## src/rtl/booths_encoder.sv

```systemverilog
`default_nettype none
// ============================================================================
//  Module      : booths_encoder
//  Description : Signed WIDTH x WIDTH multiplier that uses radix-8 Booth
//                recoding of B. The product is registered.
//                Define BOOTH_PIPE_EN to register the partial products as
//                well, which gives a latency of 2 instead of 1.
//  Revision    : 1.0 - initial release
// ============================================================================
module booths_encoder #(
    parameter int WIDTH = 16
) (
    input  logic                 clk,
    input  logic                 rst_n,
    input  logic                 in_valid,
    input  logic [WIDTH-1:0]     A,
    input  logic [WIDTH-1:0]     B,
    output logic                 out_valid,
    output logic [2*WIDTH-1:0]   product
);

    localparam int C_PW = 2 * WIDTH;
    localparam int C_N  = (WIDTH + 3) / 3;
    localparam int C_BW = 3 * C_N;
    localparam logic [C_PW-1:0] C_ONE = {{(C_PW-1){1'b0}}, 1'b1};

    logic [C_BW:0]    w_bext;
    logic [C_PW-1:0]  w_a1;
    logic [C_PW-1:0]  w_a2;
    logic [C_PW-1:0]  w_a3;
    logic [C_PW-1:0]  w_a4;
    logic [WIDTH+1:0] w_a3_narrow;
    logic [C_PW-1:0]  w_pp [C_N];
    logic [C_PW-1:0]  w_sum;
    logic             w_sum_valid;
    logic [C_PW-1:0]  r_product;
    logic             r_out_valid;

    // Bit 0 is the implicit b[-1] = 0, so group i lives at w_bext[3i+3:3i].
    assign w_bext = {{(C_BW-WIDTH){B[WIDTH-1]}}, B, 1'b0};

    assign w_a1        = {{WIDTH{A[WIDTH-1]}}, A};
    assign w_a2        = w_a1 << 1;
    assign w_a4        = w_a1 << 2;
    assign w_a3_narrow = {{2{A[WIDTH-1]}}, A} + {A[WIDTH-1], A, 1'b0};
    assign w_a3        = {{(C_PW-WIDTH-2){w_a3_narrow[WIDTH+1]}}, w_a3_narrow};

    for (genvar gi = 0; gi < C_N; gi++) begin : g_pp
        logic [3:0]      w_grp;
        logic [C_PW-1:0] w_sel;
        logic [C_PW-1:0] w_signed;

        assign w_grp = w_bext[3*gi+3 -: 4];

        always_comb begin
            w_sel = '0;
            case (w_grp)
                4'b0001, 4'b0010, 4'b1101, 4'b1110: w_sel = w_a1;
                4'b0011, 4'b0100, 4'b1011, 4'b1100: w_sel = w_a2;
                4'b0101, 4'b0110, 4'b1001, 4'b1010: w_sel = w_a3;
                4'b0111, 4'b1000:                   w_sel = w_a4;
                default:                            w_sel = '0;
            endcase
        end

        // A negative digit with zero magnitude (1111) negates to zero as well.
        assign w_signed = w_grp[3] ? (~w_sel + C_ONE) : w_sel;
        assign w_pp[gi] = w_signed << (3 * gi);
    end

`ifdef BOOTH_PIPE_EN
    logic [C_PW-1:0] r_pp [C_N];
    logic            r_pp_valid;

    always_ff @(posedge clk or negedge rst_n) begin
        if (!rst_n) begin
            for (int k = 0; k < C_N; k++) begin
                r_pp[k] <= '0;
            end
            r_pp_valid <= 1'b0;
        end else begin
            for (int k = 0; k < C_N; k++) begin
                r_pp[k] <= w_pp[k];
            end
            r_pp_valid <= in_valid;
        end
    end

    always_comb begin
        w_sum = '0;
        for (int k = 0; k < C_N; k++) begin
            w_sum = w_sum + r_pp[k];
        end
    end

    assign w_sum_valid = r_pp_valid;
`else
    always_comb begin
        w_sum = '0;
        for (int k = 0; k < C_N; k++) begin
            w_sum = w_sum + w_pp[k];
        end
    end

    assign w_sum_valid = in_valid;
`endif

    // The product holds its last value on cycles without a valid result.
    always_ff @(posedge clk or negedge rst_n) begin
        if (!rst_n) begin
            r_product   <= '0;
            r_out_valid <= 1'b0;
        end else begin
            r_out_valid <= w_sum_valid;
            if (w_sum_valid) begin
                r_product <= w_sum;
            end
        end
    end

    assign product   = r_product;
    assign out_valid = r_out_valid;

endmodule
`default_nettype wire

```

## config.mk

```make
export PLATFORM = sky130hd
export DESIGN_NAME = booths_encoder
export DESIGN_NICKNAME = d
export VERILOG_FILES = /design/src/rtl/booths_encoder.sv
export SDC_FILE = /design/constraint.sdc
export NUM_CORES = 1
export LEC_CHECK = 0
export ABC_AREA = 1
export CAP_MARGIN = 20
export CORE_AREA = 2 2 178 180
export DETAILED_ROUTE_END_ITERATION = 12
export DIE_AREA = 0 0 180 182
export PLACE_DENSITY = 0.55
export SKIP_LAST_GASP = 1
export SYNTH_ARGS = -nofsm -noshare
export SYNTH_HDL_FRONTEND = slang
export SYNTH_SLANG_ARGS = --single-unit
export TNS_END_PERCENT = 5
```

## constraint.sdc

```tcl
create_clock -name clk -period 2.05 [get_ports clk]
set_clock_uncertainty 0.2 [all_clocks]
set_input_delay 0.3075 -clock clk [delete_from_list [all_inputs] [get_ports clk]]
set_output_delay 0.3075 -clock clk [all_outputs]
set_load 0.02 [all_outputs]
```

Word-level counts from Yosys, hierarchy flattened --
Index checks and enable logic that the tools add are counted.
Storage, ports and cells: register bits 33, output and inout bits 33
Operators by class: add/sub/neg operators 12, equal/unequal tests 77, mux-type cells 12, bitwise operators 6, reduce and logical (&&, ||, !) cells 23
Operators by type and width (number):
- adder 32 bit | 5
- == test 4 bit (second input constant) | 35
- case mux 32 bit (4 select lines) | 1
- case mux 29 bit (4 select lines) | 1
- case mux 26 bit (4 select lines) | 1
- case mux 23 bit (4 select lines) | 1
- == test 4 x 3 -> 1 bit (second input constant) | 20
- case mux 20 bit (4 select lines) | 1
- case mux 17 bit (4 select lines) | 1
- OR reduction 4 bit | 15
- == test 4 x 2 -> 1 bit (second input constant) | 10
- adder 32 x 1 -> 32 bit (second input constant) | 1
- two-way mux 32 bit | 1
- inverter 32 bit | 1
- adder 29 x 1 -> 29 bit (second input constant) | 1
- two-way mux 29 bit | 1
- inverter 29 bit | 1
- adder 26 x 1 -> 26 bit (second input constant) | 1
- two-way mux 26 bit | 1
- inverter 26 bit | 1
- adder 23 x 1 -> 23 bit (second input constant) | 1
- two-way mux 23 bit | 1
- inverter 23 bit | 1
- adder 20 x 1 -> 20 bit (second input constant) | 1
- 11 further kinds | 26

Longest topological paths before layout --
Gate-level depths: netlist of run 1.
depth after elaboration 11, gate-level depth with buffers 41, mapped depth without buffers 41

Worst setup path before layout of run 1 --
Ideal clock, no wire load.
path type input to register, from input port A[0], to register r_product[31] (netlist: product[31]), library setup time 0.117 ns, arrival time 5.871 ns, data required time 1.733 ns, slack -4.138 ns, stages on the path 35, path buffers 0, cell sequence ha_1 > fa_1 > nand3_1 > nand3_1 > nand2_1 > nand3b_1 > and2_1 > nand2_1 > nand2_1 > inv_1 > nand3_1 > nor3_2 > nand2_1 > or3_1 > o21ai_2 > nand2_1 > fa_1 > fa_1 > inv_1 > fa_1 > inv_1 > ha_1 > a21oi_1 > o21a_1 > nor2_1 > a2111oi_0 > nand3_1 > inv_1 > nand3_1 > nand3_1 > nand2_1 > inv_1 > nand2_1 > nand3_1 > nand2_1
Between the ends: longest elaborated chain between the ends 10
Ends and longest elaborated chain:
- start, declared | line 16 | input logic [WIDTH-1:0] A,
- adder 16 x 17 -> 18 bit | line 45 | assign w_a3_narrow = {{2{A[WIDTH-1]}}, A} + {A[WIDTH-1], A, 1'b0};
- case mux 32 bit (4 select lines) / case mux 29 bit (4 select lines) (equally long branches) | line 57 | case (w_grp)
- inverter 32 bit / inverter 29 bit (equally long branches) | line 67 | assign w_signed = w_grp[3] ? (~w_sel + C_ONE) : w_sel;
- adder 32 x 1 -> 32 bit / adder 29 x 1 -> 29 bit (equally long branches) | line 67
- two-way mux 32 bit / two-way mux 29 bit (equally long branches) | line 67
- adder 32 bit (4 in a row) | line 101 | w_sum = w_sum + w_pp[k];
- adder 32 bit * | line 101
- end signal, assigned | line 116 | r_product <= w_sum;
- end, declared | line 36 | logic [C_PW-1:0] r_product;
Mark *: on every way between the ends. The rest lies on a longest branch, timed or not. A chain may end at the register's enable or synchronous reset.

Worst setup path in the final report of run 1 --
from input port A[9], to register r_product[31] (netlist: product[31])
Same word-level chain as after synthesis.

==> metrics.txt, run 1 <==
Worst-Skew Late Latency 0.28 ns; vias in the first global route 13021; Top Usage Layer GRT met2; Crit. End Element flip-flop; initial core utilization 34.5%; Max Slew Vio Count 0; Syn Std Cell Area 10700 sq um; Final ANT Viol Nets 0; P_leak 0.00859 uW; CTS tree done; worst hold path type flip-flop to flip-flop; chip height 182 microns; Area Overhead vs Synth 54.5%; Final WS setup -4.06 ns; endpoints failing setup 29; largest net degree at the start of global routing 40; Clock Tree Buf Depth 2; initial antenna violation count 0; clk slew on worst S/H paths 0.05 ns; Diodes inserted 0; number of max-cap violations 0; IO Port Bufs 67; met1 usage 35.3%; Cells after Synth 1731; GRT overflow 0; critical path class input pin to flip-flop; most frequent cells in the layout buf_4 (491), nand2_1 (403), inv_1 (246); CP startpoint A[9]; # IOs 68; Core Footprint 31000 sq um; Filler Cells Inserted 3108; RR Startpoint product[22]$_DFFE_PN0P_; final RePlAce weighted congestion 1.01; drt wl/cell 16.2 microns; Die X 180 microns; failing checks negative setup slack; crit path buf inv count 7; P per Cell Area 1750 nW/um^2; peak supply drop 1.48 mV; predominant post-synthesis flop cell dfrtp_1; syn nets 1914; flops & latches, synth 33; routed via count 13098; first-pass GRT wire length 68.7 mm; commonest non-fill, non-tap cell in the layout buf_4; drt pass-1 iters 5; share of layout cells above drive strength 1 32.6%; Sink Count 33; met2 usage 44.9%; Critical Path Most Common Cell nand2_1; status finished with violations; Worst Max-Slew Pin Slew 0.729 ns; row cnt 65; synth warn 0; First DRT Iteration DRCs 717; DRT Wirelength 43.3 mm; max incr delay on CP 0.55 ns; Final min period 6.11 ns; critical path's slowest cell fa_1; EDFF count, synth 0; routed vias/inst 4.91; Mapped Avg Cell Area 6.17 sq um; DP Wirelength 36.7 mm; RSZ-0062 raised after global routing true; gr usage total 26.5%; startpoint class of the critical path input pin; Net count, final 2449; Core Util, Final 53.3%; pre-CTS setup slack -4.92 ns; Worst EP arrival 6.09 ns; final worst path period share 298%; CTS Buf Count 5; sequential share of the synthesized area 7.73%; Fin. Hold Viols 0; Max transition margin 51.4%; Max Freq 164 MHz; WHS 0.275 ns; Worst EP required 2.03 ns; CP max FO 7; die area 32800 sq um; Root Buffer clkbuf_16; Unique masters post-synth 52; Worst Hold Launch product[7]$_DFFE_PN0P_; H-tree Lvls 2; grt met3 use 2.89%; Worst path top cell family by delay simple AND/OR/NAND/NOR gates; Async SR Flop Fraction 100%; Post-route DRC 0
path summary, 6_finish.rpt:
kind                                           endpoint  depth (start not counted)  slack (ns)
worst min-delay path             product[7]$_DFFE_PN0P_                          2        0.27
max in group asynchronous       product[20]$_DFFE_PN0P_                          2        0.76
min in group asynchronous        product[3]$_DFFE_PN0P_                          2        0.42
worst min register to register   product[7]$_DFFE_PN0P_                          2        0.27
worst max register to register  product[22]$_DFFE_PN0P_                          2        1.20
worst max-delay path            product[31]$_DFFE_PN0P_                         35       -4.06
repair_timing:
| action | 4_1_cts | 5_1_grt |
|---|---|---|
| hold endpoints to repair | 33 | 0 |
| setup endpoints to repair | 30 | 30 |
| setup buffers | 43 | 1 |
| gates resized for setup | 191 | 3 |
| hold buffers | 1 | 0 |
| pin swaps | 94 | 3 |
registers in the layout, indices dropped and copies added, names as in the netlist:
name / flops
out_valid: 1
product: 32
per-layer routing:
layer  part of all wire, %  vias up
met2                    46      363
met4                   2.8        0
li1                      -     6598
met1                    46     6060
met5                     0        -
met3                   5.5       77
cell families (layout without fill, tap and decap cells):
kind of cell / Yosys count / count (layout) / share of synthesized area, %
fa+ha+maj: 148 / 148 / 23.2
simple gates: 844 / 844 / 34.0
flops: 33 / 33 / 7.73
buf+inv: 335 / 871 / 12.4
compound gates: 263 / 263 / 13.9
xor+xnor: 108 / 108 / 8.86
tightest hold or removal path: cells and delay by family, from the launching register on:
family	cells	cell delay, ns
flops	1	0.34
simple gates	2	0.10
report_power, final:
| group | internal [uW] | switching [uW] | total, uW | leakage (uW) |
|---|---|---|---|---|
| clock | 445 | 273 | 718 | 0.0000706 |
| combinational | 13700 | 13200 | 26900 | 0.00812 |
| sequential | 1040 | 139 | 1180 | 0.000398 |
cells in the mapped netlist, types with 6 or more instances:
| master | n | area (sq um) |
|---|---|---|
| nand2_1 | 431 | 1620 |
| inv_1 | 259 | 972 |
| nor2_1 | 190 | 713 |
| nand3_1 | 139 | 696 |
| a21oi_1 | 107 | 536 |
| fa_1 | 83 | 1660 |
| xor2_1 | 69 | 604 |
| ha_1 | 65 | 813 |
| o22ai_1 | 61 | 382 |
| o21ai_0 | 55 | 275 |
| xnor2_1 | 39 | 342 |
| dfrtp_1 | 33 | 826 |
| inv_2 | 20 | 75.1 |
| clkbuf_1 | 19 | 71.3 |
| buf_2 | 18 | 90.1 |
| nand4_1 | 18 | 113 |
| nor3_1 | 12 | 60.1 |
| nand2_2 | 11 | 68.8 |
| a31oi_1 | 10 | 62.6 |
| nor2_2 | 10 | 62.6 |
| clkinv_1 | 8 | 30.0 |
| buf_4 | 7 | 52.6 |
| nand3b_1 | 6 | 45.0 |
final cells by class:
class | count | area, sq um | area share, %
sequential | 33 | 826 | 5.00
inverter | 287 | 1080 | 6.54
multi-input combinational | 1363 | 9320 | 56.5
clock buffer | 6 | 129 | 0.781
clock inverter | 2 | 10.0 | 0.0607
tap | 402 | 503 | 3.05
timing repair buffer | 576 | 4630 | 28.1
through the flow:
step           cell area, sq um  std cells  setup TNS, ns  power (uW)
3_5_place_dp              15400       2616        -111.86       25600
3_3_place_gp              15400       2616        -109.61       25300
4_1_cts                   16500       2668         -89.65       28700
5_1_grt                   16500       2669        -101.65       31900
6_report                  16500       2669         -91.75       28800
2_1_floorplan             10900       1731         -79.13       15400
Note: power is estimated with default switching activity, not from simulation.
==> run 2, diff against run 1 <==
--- a/config.mk
+++ b/config.mk
@@ -7,10 +7,10 @@
 export LEC_CHECK = 0
 export ABC_AREA = 1
 export CAP_MARGIN = 20
-export CORE_AREA = 2 2 178 180
+export CORE_AREA = 2 2 127 178
 export DETAILED_ROUTE_END_ITERATION = 12
-export DIE_AREA = 0 0 180 182
-export PLACE_DENSITY = 0.55
+export DIE_AREA = 0 0 129 180
+export PLACE_DENSITY = 0.72
 export SKIP_LAST_GASP = 1
 export SYNTH_ARGS = -nofsm -noshare
 export SYNTH_HDL_FRONTEND = slang
==> metrics.txt, run 2 (synthesized netlist as in run 1, its figures left out) <==
status finished with violations (unchanged); failing checks negative setup slack (unchanged); P per Cell Area 1810 nW/um^2 (was 1750 nW/um^2); Max transition margin 66.1% (was 51.4%); CTS tree done (unchanged); drt wl/cell 17.9 microns (was 16.2 microns); Worst Max-Slew Pin Slew 0.504 ns (was 0.729 ns); Final ANT Viol Nets 0 (unchanged); Critical R2R Capture product[21]$_DFFE_PN0P_ (was product[22]$_DFFE_PN0P_); number of max-cap violations 0 (unchanged); # IOs 68 (unchanged); endpoints failing setup 29 (unchanged); worst hold path type input pin to async pin (was flip-flop to flip-flop); first-pass GRT wire length 72.2 mm (was 68.7 mm); Area Overhead vs Synth 52.4% (was 54.5%); Crit. End Element flip-flop (unchanged); GRT overflow 0 (unchanged); P_leak 0.00858 uW (was 0.00859 uW); WHS 0.212 ns (was 0.275 ns); Net count, final 2453 (was 2449); Root Buffer clkbuf_16 (unchanged); Worst EP required 2.01 ns (was 2.03 ns); Core Footprint 21700 sq um (was 31000 sq um); Critical Path Most Common Cell buf_4 (was nand2_1); Worst-Skew Late Latency 0.28 ns (about the same); Max Slew Vio Count 0 (unchanged); RR Startpoint product[21]$_DFFE_PN0P_ (was product[22]$_DFFE_PN0P_); RSZ-0062 raised after global routing true (unchanged); die area 23200 sq um (was 32800 sq um); Fin. Hold Viols 0 (unchanged); Worst path top cell family by delay adder cells (was simple AND/OR/NAND/NOR gates); crit path buf inv count 10 (was 7); final RePlAce weighted congestion 1.10 (was 1.01); R2R depth 2 (unchanged); initial core utilization 49.2% (was 34.5%); Post-route DRC 0 (unchanged); chip height 180 microns (was 182 microns); DRT Wirelength 45.9 mm (was 43.3 mm); Die X 129 microns (was 180 microns); routed via count 13928 (was 13098); commonest non-fill, non-tap cell in the layout buf_4 (unchanged); CTS Buf Count 5 (unchanged); Inst Count DP 2532 (was 2616); total power 29400 uW (was 28800 uW); IO Port Bufs 67 (unchanged); First DRT Iteration DRCs 953 (was 717); Worst path depth 35 (unchanged); Hold Buf Count CTS 0 (was 1); Clock Tree Buf Depth 2 (unchanged); initial antenna violation count 0 (unchanged); most frequent cells in the layout buf_4 (503), nand2_1 (411), inv_1 (250) (was buf_4 (491), nand2_1 (403), inv_1 (246)); clk slew on worst S/H paths 0.06 ns (was 0.05 ns); max incr delay on CP 0.46 ns (was 0.55 ns); final worst path period share 305% (was 298%); drt pass-1 iters 5 (unchanged); Sink Count 33 (unchanged); row cnt 64 (was 65); largest net degree at the start of global routing 48 (was 40); non-filler cells in the finished layout 2568 (was 2669); gr usage total 39.7% (was 26.5%); DP Wirelength 38.2 mm (was 36.7 mm); critical path class input pin to flip-flop (unchanged); Final min period 6.25 ns (was 6.11 ns); reg2reg setup slack 1.15 ns (was 1.20 ns); number of flip-flops in the largest register 32 (unchanged); H-tree Lvls 2 (unchanged); critical path's slowest cell fa_1 (unchanged); routed vias/inst 5.42 (was 4.91); vias in the first global route 14150 (was 13021); Worst EP arrival 6.21 ns (was 6.09 ns); peak supply drop 1.84 mV (was 1.48 mV); CP max FO 4 (was 7); pre-CTS setup slack -4.97 ns (was -4.92 ns); startpoint class of the critical path input pin (unchanged); Diodes inserted 0 (unchanged); share of layout cells above drive strength 1 31.4% (was 32.6%); Final WS setup -4.20 ns (was -4.06 ns); Max Freq 160 MHz (was 164 MHz)
==> run 2: cell types whose count changed in the layout (fill, tap and decap cells not counted), sizes merged <==
cell,change
buf,+2
clkinvlp,+1
dlygate4sd2,-4
bufinv,+1
clkinv,-2
clkdlybuf4s15,+4
dlygate4sd3,-1
clkdlybuf4s50,+3
==> run 2: layer usage <==
layer | vias to the layer above | global-route usage (%) | part of all wire, %
li1 | 6623 | - | -
met2 | 588 | 71.0 | 49
met3 | 212 | 3.66 | 5.4
met4 | 0 | 24.7 | 7.5
met5 | - | 0 | 0
met1 | 6505 | 44.5 | 38
==> run 2: worst max path at each step <==
| stage | from | endpoint |
|---|---|---|
| 2_1_floorplan | A[0] | product[31]$_DFFE_PN0P_ |
| 3_3_place_gp | A[8] | product[31]$_DFFE_PN0P_ |
| 3_5_place_dp | A[0] | product[31]$_DFFE_PN0P_ |
| 4_1_cts | B[2] | product[26]$_DFFE_PN0P_ |
| 5_1_grt | B[2] | product[26]$_DFFE_PN0P_ |
| 6_report | A[1] | product[18]$_DFFE_PN0P_ |
==> run 2: final cells by class <==
type | instances | area, sq um
Multi-Input combinational cell | 1363 | 9230
Fill cell | 1704 | 5420
Timing Repair Buffer | 580 | 4600
Inverter | 287 | 1080
Sequential cell | 33 | 826
Tap cell | 297 | 372
Clock buffer | 6 | 139
Clock inverter | 2 | 37.5
==> run 2: timing repair <==
item | CTS | global route
pin swaps | 66 | 1
endpoints found under the setup margin | 30 | 30
buffers inserted | 28 | 0
gates resized for setup | 141 | 8
==> run 2: power by group <==
| part | internal (uW) | switching (uW) |
|---|---|---|
| Combinational | 13200 | 14100 |
| Clock | 606 | 288 |
| Sequential | 1040 | 163 |
| Total | 14800 | 14600 |
==> run 2: worst reg2reg max path, cell delays in order (launching register included) <==
cell and delay, ns:
dfrtp_1 0.38, nand2_1 0.07, o21ai_0 0.11
==> run 2: through the flow <==
stage | cell area, sq um | util, % | TNS, ns
final | 16300 | 75.0 | -99.14
after global routing | 16300 | 75.0 | -107.06
after CTS | 16200 | 74.9 | -95.09
after detailed placement | 15400 | 71.1 | -113.19
after global placement | 15400 | 71.1 | -110.04
after floorplan | 10900 | - | -79.13
==> run 3, diff against run 2 <==
--- a/config.mk
+++ b/config.mk
@@ -10,7 +10,8 @@
 export CORE_AREA = 2 2 127 178
 export DETAILED_ROUTE_END_ITERATION = 12
 export DIE_AREA = 0 0 129 180
-export PLACE_DENSITY = 0.72
+export DONT_BUFFER_PORTS = 1
+export PLACE_DENSITY = 0.68
 export SKIP_LAST_GASP = 1
 export SYNTH_ARGS = -nofsm -noshare
 export SYNTH_HDL_FRONTEND = slang
==> metrics.txt, run 3 (synthesized netlist as in run 1, its figures left out) <==
status finished with violations (unchanged); failing checks negative hold slack, negative setup slack (was negative setup slack); Die X 129 microns (unchanged); critical path's slowest cell fa_1 (unchanged); TNS Setup -87.99 ns (was -99.14 ns); P per Cell Area 1840 nW/um^2 (was 1810 nW/um^2); Core Footprint 21700 sq um (unchanged); routed via count 13179 (was 13928); commonest non-fill, non-tap cell in the layout buf_4 (unchanged); initial core utilization 49.2% (unchanged); H-tree Lvls 2 (unchanged); Core Util, Final 69.5% (was 75.0%); Worst-Skew Late Latency 0.29 ns (was 0.28 ns); Max Freq 167 MHz (was 160 MHz); Sink Count 33 (unchanged); routed vias/inst 5.39 (was 5.42); Critical R2R Capture product[12]$_DFFE_PN0P_ (was product[21]$_DFFE_PN0P_); max incr delay on CP 0.55 ns (was 0.46 ns); Reg power frac 5.8% (was 4.1%); # IOs 68 (unchanged); Worst Max-Slew Pin Slew 0.642 ns (was 0.504 ns); first-pass GRT wire length 67.6 mm (was 72.2 mm); First DRT Iteration DRCs 969 (was 953); Final ANT Viol Nets 0 (unchanged); reg2reg setup slack 1.05 ns (was 1.15 ns); P_leak 0.00804 uW (was 0.00858 uW); footprint of the multi-input gates 9090 sq um (was 9230 sq um); peak supply drop 1.97 mV (was 1.84 mV); Final WS setup -3.95 ns (was -4.20 ns); Final min period 6.00 ns (was 6.25 ns); DRT Wirelength 43.7 mm (was 45.9 mm); RR Startpoint product[12]$_DFFE_PN0P_ (was product[21]$_DFFE_PN0P_); Area Overhead vs Synth 41.1% (was 52.4%); share of layout cells above drive strength 1 29.3% (was 31.4%); Net count, final 2330 (was 2453); chip height 180 microns (unchanged); startpoint class of the critical path input pin (unchanged); IO Port Bufs 0 (was 67); number of max-cap violations 0 (unchanged); Filler Cells Inserted 1918 (was 1704); hold path cells 2; CTS Buf Count 5 (unchanged); gr usage total 37.4% (was 39.7%); die area 23200 sq um (unchanged); row cnt 64 (unchanged); largest net degree at the start of global routing 34 (was 48); Worst EP required 2.06 ns (was 2.01 ns); pre-CTS setup slack -4.42 ns (was -4.97 ns); Diodes inserted 0 (unchanged); GRT overflow 0 (unchanged); Fin. Hold Viols 6 (was 0); final worst path period share 293% (was 305%); drt pass-1 iters 5 (unchanged); drt wl/cell 17.9 microns (about the same); Inst Count DP 2409 (was 2532); vias in the first global route 13144 (was 14150); total power 27800 uW (was 29400 uW); non-filler cells in the finished layout 2445 (was 2568); Clock power frac 2.9% (was 3.0%); CTS tree done (unchanged); CP startpoint A[0] (was A[1]); Post-route DRC 0 (unchanged); P_sw 13700 uW (was 14600 uW); worst hold path type input pin to flip-flop (was input pin to async pin); R2R depth 2 (unchanged); number of flip-flops in the largest register 32 (unchanged); final RePlAce weighted congestion 1.08 (was 1.10); crit path to product[28]$_DFFE_PN0P_ (was product[18]$_DFFE_PN0P_); switching power share of the total 49.3% (was 49.5%); Clock Tree Buf Depth 2 (unchanged); Crit. End Element flip-flop (unchanged); clk slew on worst S/H paths 0.05 ns (was 0.06 ns); Worst EP arrival 6.01 ns (was 6.21 ns); WHS -0.0465 ns (was 0.212 ns); initial antenna violation count 0 (unchanged); Root Buffer clkbuf_16 (unchanged); Max transition margin 57.0% (was 66.1%); register area 826 sq um (unchanged); Pint 14100 uW (was 14800 uW); RSZ-0062 raised after global routing true (unchanged); Max Slew Vio Count 0 (unchanged); logic gate share of total power 91.4% (was 92.9%); critical path class input pin to flip-flop (unchanged); DP Wirelength 36.4 mm (was 38.2 mm); CP max FO 10 (was 4); most frequent cells in the layout buf_4 (442), nand2_1 (414), inv_1 (249) (was buf_4 (503), nand2_1 (411), inv_1 (250)); endpoints failing setup 28 (was 29)
[run 3: cell count changes in the layout (fill, tap and decap cells not counted), sizes merged, moves of 2 or more]
cell	previous run	this run
buf	517	455
clkdlybuf4s15	8	0
clkdlybuf4s50	47	0
dlygate4sd2	8	0
dlygate4sd3	0	2
[run 3: worst min-delay path by stage]
stage,endpoint,slack (ns),from
after floorplan,out_valid$_DFF_PN0_,-0.19,rst_n
after global placement,out_valid$_DFF_PN0_,-0.19,rst_n
after detailed placement,out_valid$_DFF_PN0_,-0.19,rst_n
after CTS,out_valid$_DFF_PN0_,-0.15,in_valid
after global routing,product[9]$_DFFE_PN0P_,0.001,in_valid
final,product[31]$_DFFE_PN0P_,-0.05,in_valid
[run 3: through the flow]
step / hold slack [ns] / area [sq um]
2_1_floorplan: -0.188 / 10900
3_3_place_gp: -0.187 / 14300
3_5_place_dp: -0.187 / 14300
4_1_cts: -0.153 / 15000
5_1_grt: 0.00136 / 15100
6_report: -0.0465 / 15100
[run 3: final cells by class]
cell class / instances / area share, %
timing repair buffer: 457 / 23.6
inverter: 287 / 7.15
clock buffer: 7 / 1.01
tap: 297 / 2.47
clock inverter: 1 / 0.0332
multi-input combinational: 1363 / 60.3
sequential: 33 / 5.48
[run 3: layer usage]
metal | GRT usage, % | up-vias | wire length, microns
li1 | - | 6376 | -
met1 | 42.8 | 6199 | 17100
met2 | 68.7 | 479 | 22100
met3 | 3.21 | 125 | 2260
met4 | 18.1 | 0 | 2320
met5 | 0 | - | 0
[run 3: critical path, delay by kind of cell]
family / cells / cell delay [ns]
AND/OR/NAND/NOR: 14 / 2.40
adder cells (fa/ha/maj): 6 / 2.39
buffers and inverters: 6 / 0.70
AO/OA/AOI/OAI: 2 / 0.20
[run 3: power groups by stage]
stage	clock network [uW]	registers, uW	logic (uW)
final	794	1600	25400
after global routing	819	1660	28000
after CTS	787	1610	24800
after detailed placement	0	1610	23200
after global placement	0	1610	22500
after floorplan	0	1550	13900
[run 3: timing repair]
action | 4_1_cts | 5_1_grt
gates resized for setup | 82 | 4
setup buffers | 24 | 1
pin swaps | 71 | 1
endpoints found under the hold margin | 46 | 10
setup endpoints to repair | 28 | 29
hold buffers | 2 | 1
==> RTL edit 1 (flow settings as in run 2) <==
Set the parameter `WIDTH` to 8 (it was 16).
--- a/src/rtl/booths_encoder.sv
+++ b/src/rtl/booths_encoder.sv
@@ -9,5 +9,5 @@
 // ============================================================================
 module booths_encoder #(
-    parameter int WIDTH = 16
+    parameter int WIDTH = 8
 ) (
     input  logic                 clk,
Interface: changed (resized A, B and product); port bits go from 68 to 36. No check against the original RTL was run, so the function may have changed too.
==> RTL edit 1 against run 2 <==
The flow still finishes with violations (negative setup slack); area after synthesis down 71%; wire length down 78%; worst hold slack worse by 0.023 ns; final area fell by 69%; total power is 86% lower; sequential cell count shrank 16; clock power shrank 57%; worst setup slack improved by 2.3 ns; critical endpoint is now product[14].
==> RTL edit 1: results (changes against run 2) <==
Top cell types by occurrence after synthesis - nand2_1 (125), inv_1 (71), nand3_1 (50), nor2_1 (50), a21oi_1 (29) (was nand2_1 (431), inv_1 (259), nor2_1 (190), nand3_1 (139), a21oi_1 (107))
Clk_lat worst skew - 0.25 ns (was 0.28 ns)
Net Sw Frac - 43.75% (was 49.51%)
Syn_nets - 557 (was 1,914)
Leakage power - 0.002500 uW (was 0.008579 uW)
Number of flip-flops in the largest register - 16 (was 32)
Nets - 711 (was 2,453)
M1 GR Usage - 9.063% (was 44.48%)
Total wire length - 9885 um (was 45,890 um)
GR met3 Demand/Resource - 1.815% (was 3.661%)
Port bufs - 35 (was 67)
Via-to-Cell Ratio - 3.924 (was 5.424)
WL met1 - 3831 um (was 17,300 um)
Cells after DPL - 941 (was 2,532)
Vias in the first global route - 3,815 (was 14,150)
H-tree levels - 1 (was 2)
Dpl ws - -2.706 ns (was -4.968 ns)
Status - complete, but fails checks (unchanged)
Final setup vio count - 13 (was 29)
Placer Congestion - 0.9181 (was 1.096)
Clock buffer count from CTS - 3 (was 5)
Failing checks - negative setup slack (unchanged)
Met2 Track Usage GR - 16.28% (was 70.98%)
Post-route worst setup slack - -1.903 ns (was -4.203 ns)
Synth Area in Compound Gates - 13.47% (was 13.90%)
WHS - 0.1885 ns (was 0.2115 ns)
Placed instance area - 4710 um2 (was 15,420 um2)
Distinct cells, synth - 36 (was 52)
Hpwl dp - 8259 um (was 38,150 um)
RTL edit 1: area by class of cell:
class                   count  area, um2  share of cell area, %
multi-input cells         397       2669                  52.52
repair buffers            155       1229                  24.18
flip-flops and latches     17      425.4                  8.372
well taps                 297      371.6                  7.313
inverters                  81      305.3                  6.008
clock buffers               4      78.83                  1.551
diodes                      1      2.502                0.04925
RTL edit 1: repair_timing:
item | 4_1_cts | 5_1_grt
endpoints found under the setup margin | 14 | 14
buffers inserted | 3 | 3
resized for setup | 63 | 28
pin swaps | 25 | 28
gates cloned | 0 | 0
hold endpoints to repair | 0 | 0
RTL edit 1: how the worst max path moves through the flow:
| stage | slack (ns) | start | end | cells after the start |
|---|---|---|---|---|
| finish | -1.90 | A[1] | product[14] | 26 |
| global route | -2.17 | A[1] | product[14] | 26 |
| CTS | -1.90 | A[0] | product[13] | 24 |
| detailed placement | -2.71 | A[2] | product[15] | 26 |
| global placement | -2.63 | A[0] | product[15] | 24 |
| floorplan | -1.81 | A[0] | product[14] | 27 |
==> RTL edit 2 (config.mk and constraints of run 2) <==
Made on the original files. The output `out_valid` loses its register stage (`r_out_valid` becomes a continuous assignment).
--- a/src/rtl/booths_encoder.sv
+++ b/src/rtl/booths_encoder.sv
@@ -110,7 +110,5 @@
         if (!rst_n) begin
             r_product   <= '0;
-            r_out_valid <= 1'b0;
         end else begin
-            r_out_valid <= w_sum_valid;
             if (w_sum_valid) begin
                 r_product <= w_sum;
@@ -118,4 +116,6 @@
         end
     end
+
+    assign r_out_valid = w_sum_valid;
 
     assign product   = r_product;
Formal check against the unedited RTL: not equivalent (Yosys sat finds a counterexample within 4 cycles, from zero or initial values and one cycle with rst_n low).
==> RTL edit 2 against run 2 <==
The flow still finishes with violations (negative setup slack); sequential cell count shrank 1; count of clock-buffer cells in the layout stayed put; total power decreased by 4.6%; worst setup slack worse by 0.28 ns; critical path type unchanged; final area fell by 2.0%; sequential share of layout area decreased by 0.051 points; wire length fell by 4.2%; area after synthesis rose by 0.26%; largest cell class unchanged; critical endpoint is now product[29]; final cell count decreased by 3.7%; utilization decreased by 1.5 points; via count decreased by 3.2%; fmax fell by 4.3%.
==> RTL edit 2: results (changes against run 2) <==
Placer Congestion - 1.084 (was 1.096)
Worst reg2reg path depth - 2 (unchanged)
Drt initial violations - 1,004 (was 953)
Synth top area cells - fa_1 (16%), nand2_1 (14%), inv_1 (8.6%) (was fa_1 (16%), nand2_1 (15%), inv_1 (9.1%))
CP arrival - 6.54 ns (was 6.21 ns)
Reg-to-reg startpoint - product[19] (was product[21])
WHS - 0.2222 ns (was 0.2115 ns)
Clk_lat worst skew - 0.28 ns (about the same)
Cells after DPL - 2,422 (was 2,532)
Worst vdd ir - 1.563 mV (was 1.837 mV)
H-tree levels - 2 (unchanged)
Sequential element share of the synthesized area - 7.478% (was 7.731%)
Failing checks - negative setup slack (unchanged)
Worst path max stage delay - 0.54 ns (was 0.46 ns)
Initial antenna violation count - 0 (unchanged)
Post-synthesis xor/xnor area fraction - 9.242% (was 8.856%)
Dpl ws - -5.098 ns (was -4.968 ns)
Top cell types by occurrence after synthesis - nand2_1 (401), inv_1 (245), nor2_1 (148), a21oi_1 (113), nand3_1 (111) (was nand2_1 (431), inv_1 (259), nor2_1 (190), nand3_1 (139), a21oi_1 (107))
Mux contribution to synthesized area - 0% (unchanged)
Clk buf depth - 2 (unchanged)
Drt drc - 0 (unchanged)
Adder-Cell Fraction of Synth Area - 23.11% (was 23.17%)
Clock root buffer - clkbuf_16 (unchanged)
Post-route worst setup slack - -4.486 ns (was -4.203 ns)
Via-to-Cell Ratio - 5.452 (was 5.424)
Synth Area in Compound Gates - 15.32% (was 13.90%)
Post-Synthesis Cells - 1,690 (was 1,731)
GRT Total Usage - 36.85% (was 39.68%)
Final setup vio count - 29 (unchanged)
Synth Flop Type - dfrtp_1 (unchanged)
Port bufs - 67 (unchanged)
Fillers - 1,737 (was 1,704)
Via count - 13,480 (was 13,930)
Vias in the first global route - 13,680 (was 14,150)
Crit path max fanout - 3 (was 4)
Inserted Diodes - 0 (unchanged)
Syn_nets - 1,873 (was 1,914)
Global-route wire length before repair - 67,500 um (was 72,240 um)
Reg2reg end - product[19] (was product[21])
WL per Instance - 17.78 um (was 17.87 um)
FF-to-FF setup slack - 1.15 ns (about the same)
Pre-Repair DR Iteration Count - 5 (unchanged)
Placed instance area - 14,790 um2 (was 15,420 um2)
Multi-input gate area - 9275 um2 (was 9231 um2)
Clock transition at path regs - 0.05 ns
Relative slew slack - 50.00% (was 66.07%)
Distinct cells, synth - 55 (was 52)
Number of flip-flops in the largest register - 32 (unchanged)
Slowest-stage cell, CP - fa_1 (unchanged)
Ys async rst share - 100.0% (unchanged)
Fin Setup TNS - -97.39 ns (was -99.14 ns)
Largest net degree at the start of global routing - 49 (was 48)
Status - complete, but fails checks (unchanged)
Layout cells sized above 1 - 32.72% (was 31.40%)
Leakage power - 0.008298 uW (was 0.008579 uW)
Hpwl dp - 35,590 um (was 38,150 um)
RTL edit 2: worst max path at each step:
stage | start | to | slack (ns) | cells after the start
after floorplan | A[1] | product[29] | -4.02 | 33
after global placement | A[1] | product[31] | -4.87 | 35
after detailed placement | A[1] | product[29] | -5.10 | 35
after CTS | A[0] | product[29] | -4.21 | 34
after global routing | A[2] | product[29] | -4.70 | 39
final | A[1] | product[29] | -4.49 | 39
RTL edit 2: worst max-delay path: cells and delay by family:
family / cells / cell delay (ns)
adders and majority gates: 6 / 2.29
AOI/OAI and AO/OA: 6 / 0.99
buffers and inverters: 9 / 0.83
and+or+nand+nor: 18 / 2.11
RTL edit 2: cell type report:
| class | instances | area share (%) |
|---|---|---|
| inverters | 280 | 6.644 |
| clock inverters | 2 | 0.2196 |
| multi-input cells | 1325 | 58.15 |
| clock buffers | 6 | 0.8080 |
| well taps | 297 | 2.330 |
| flip-flops and latches | 32 | 5.020 |
| repair buffers | 531 | 26.83 |
RTL edit 2: repair_timing:
item | CTS | global route
setup endpoints to repair | 30 | 31
pin swaps | 75 | 70
resized for setup | 119 | 83
buffers inserted | 31 | 13
RTL edit 2: power breakdown:
group	leakage (uW)	switching, uW	internal [uW]
clock	0.0000808	264	570
sequential	0.000389	155	1020
combinational	0.00783	13500	12600
total	0.00830	13900	14100
RTL edit 2: per-layer routing:
| layer | part of all wire (%) | vias up | routed length, um | track usage, % |
|---|---|---|---|---|
| met2 | 50 | 590 | 21850 | 65.95 |
| met1 | 38 | 6329 | 16550 | 42.15 |
| met3 | 5.7 | 184 | 2527 | 2.411 |
| met4 | 6.9 | 0 | 3034 | 22.35 |
| li1 | - | 6379 | - | - |
| met5 | 0 | - | 0 | 0 |
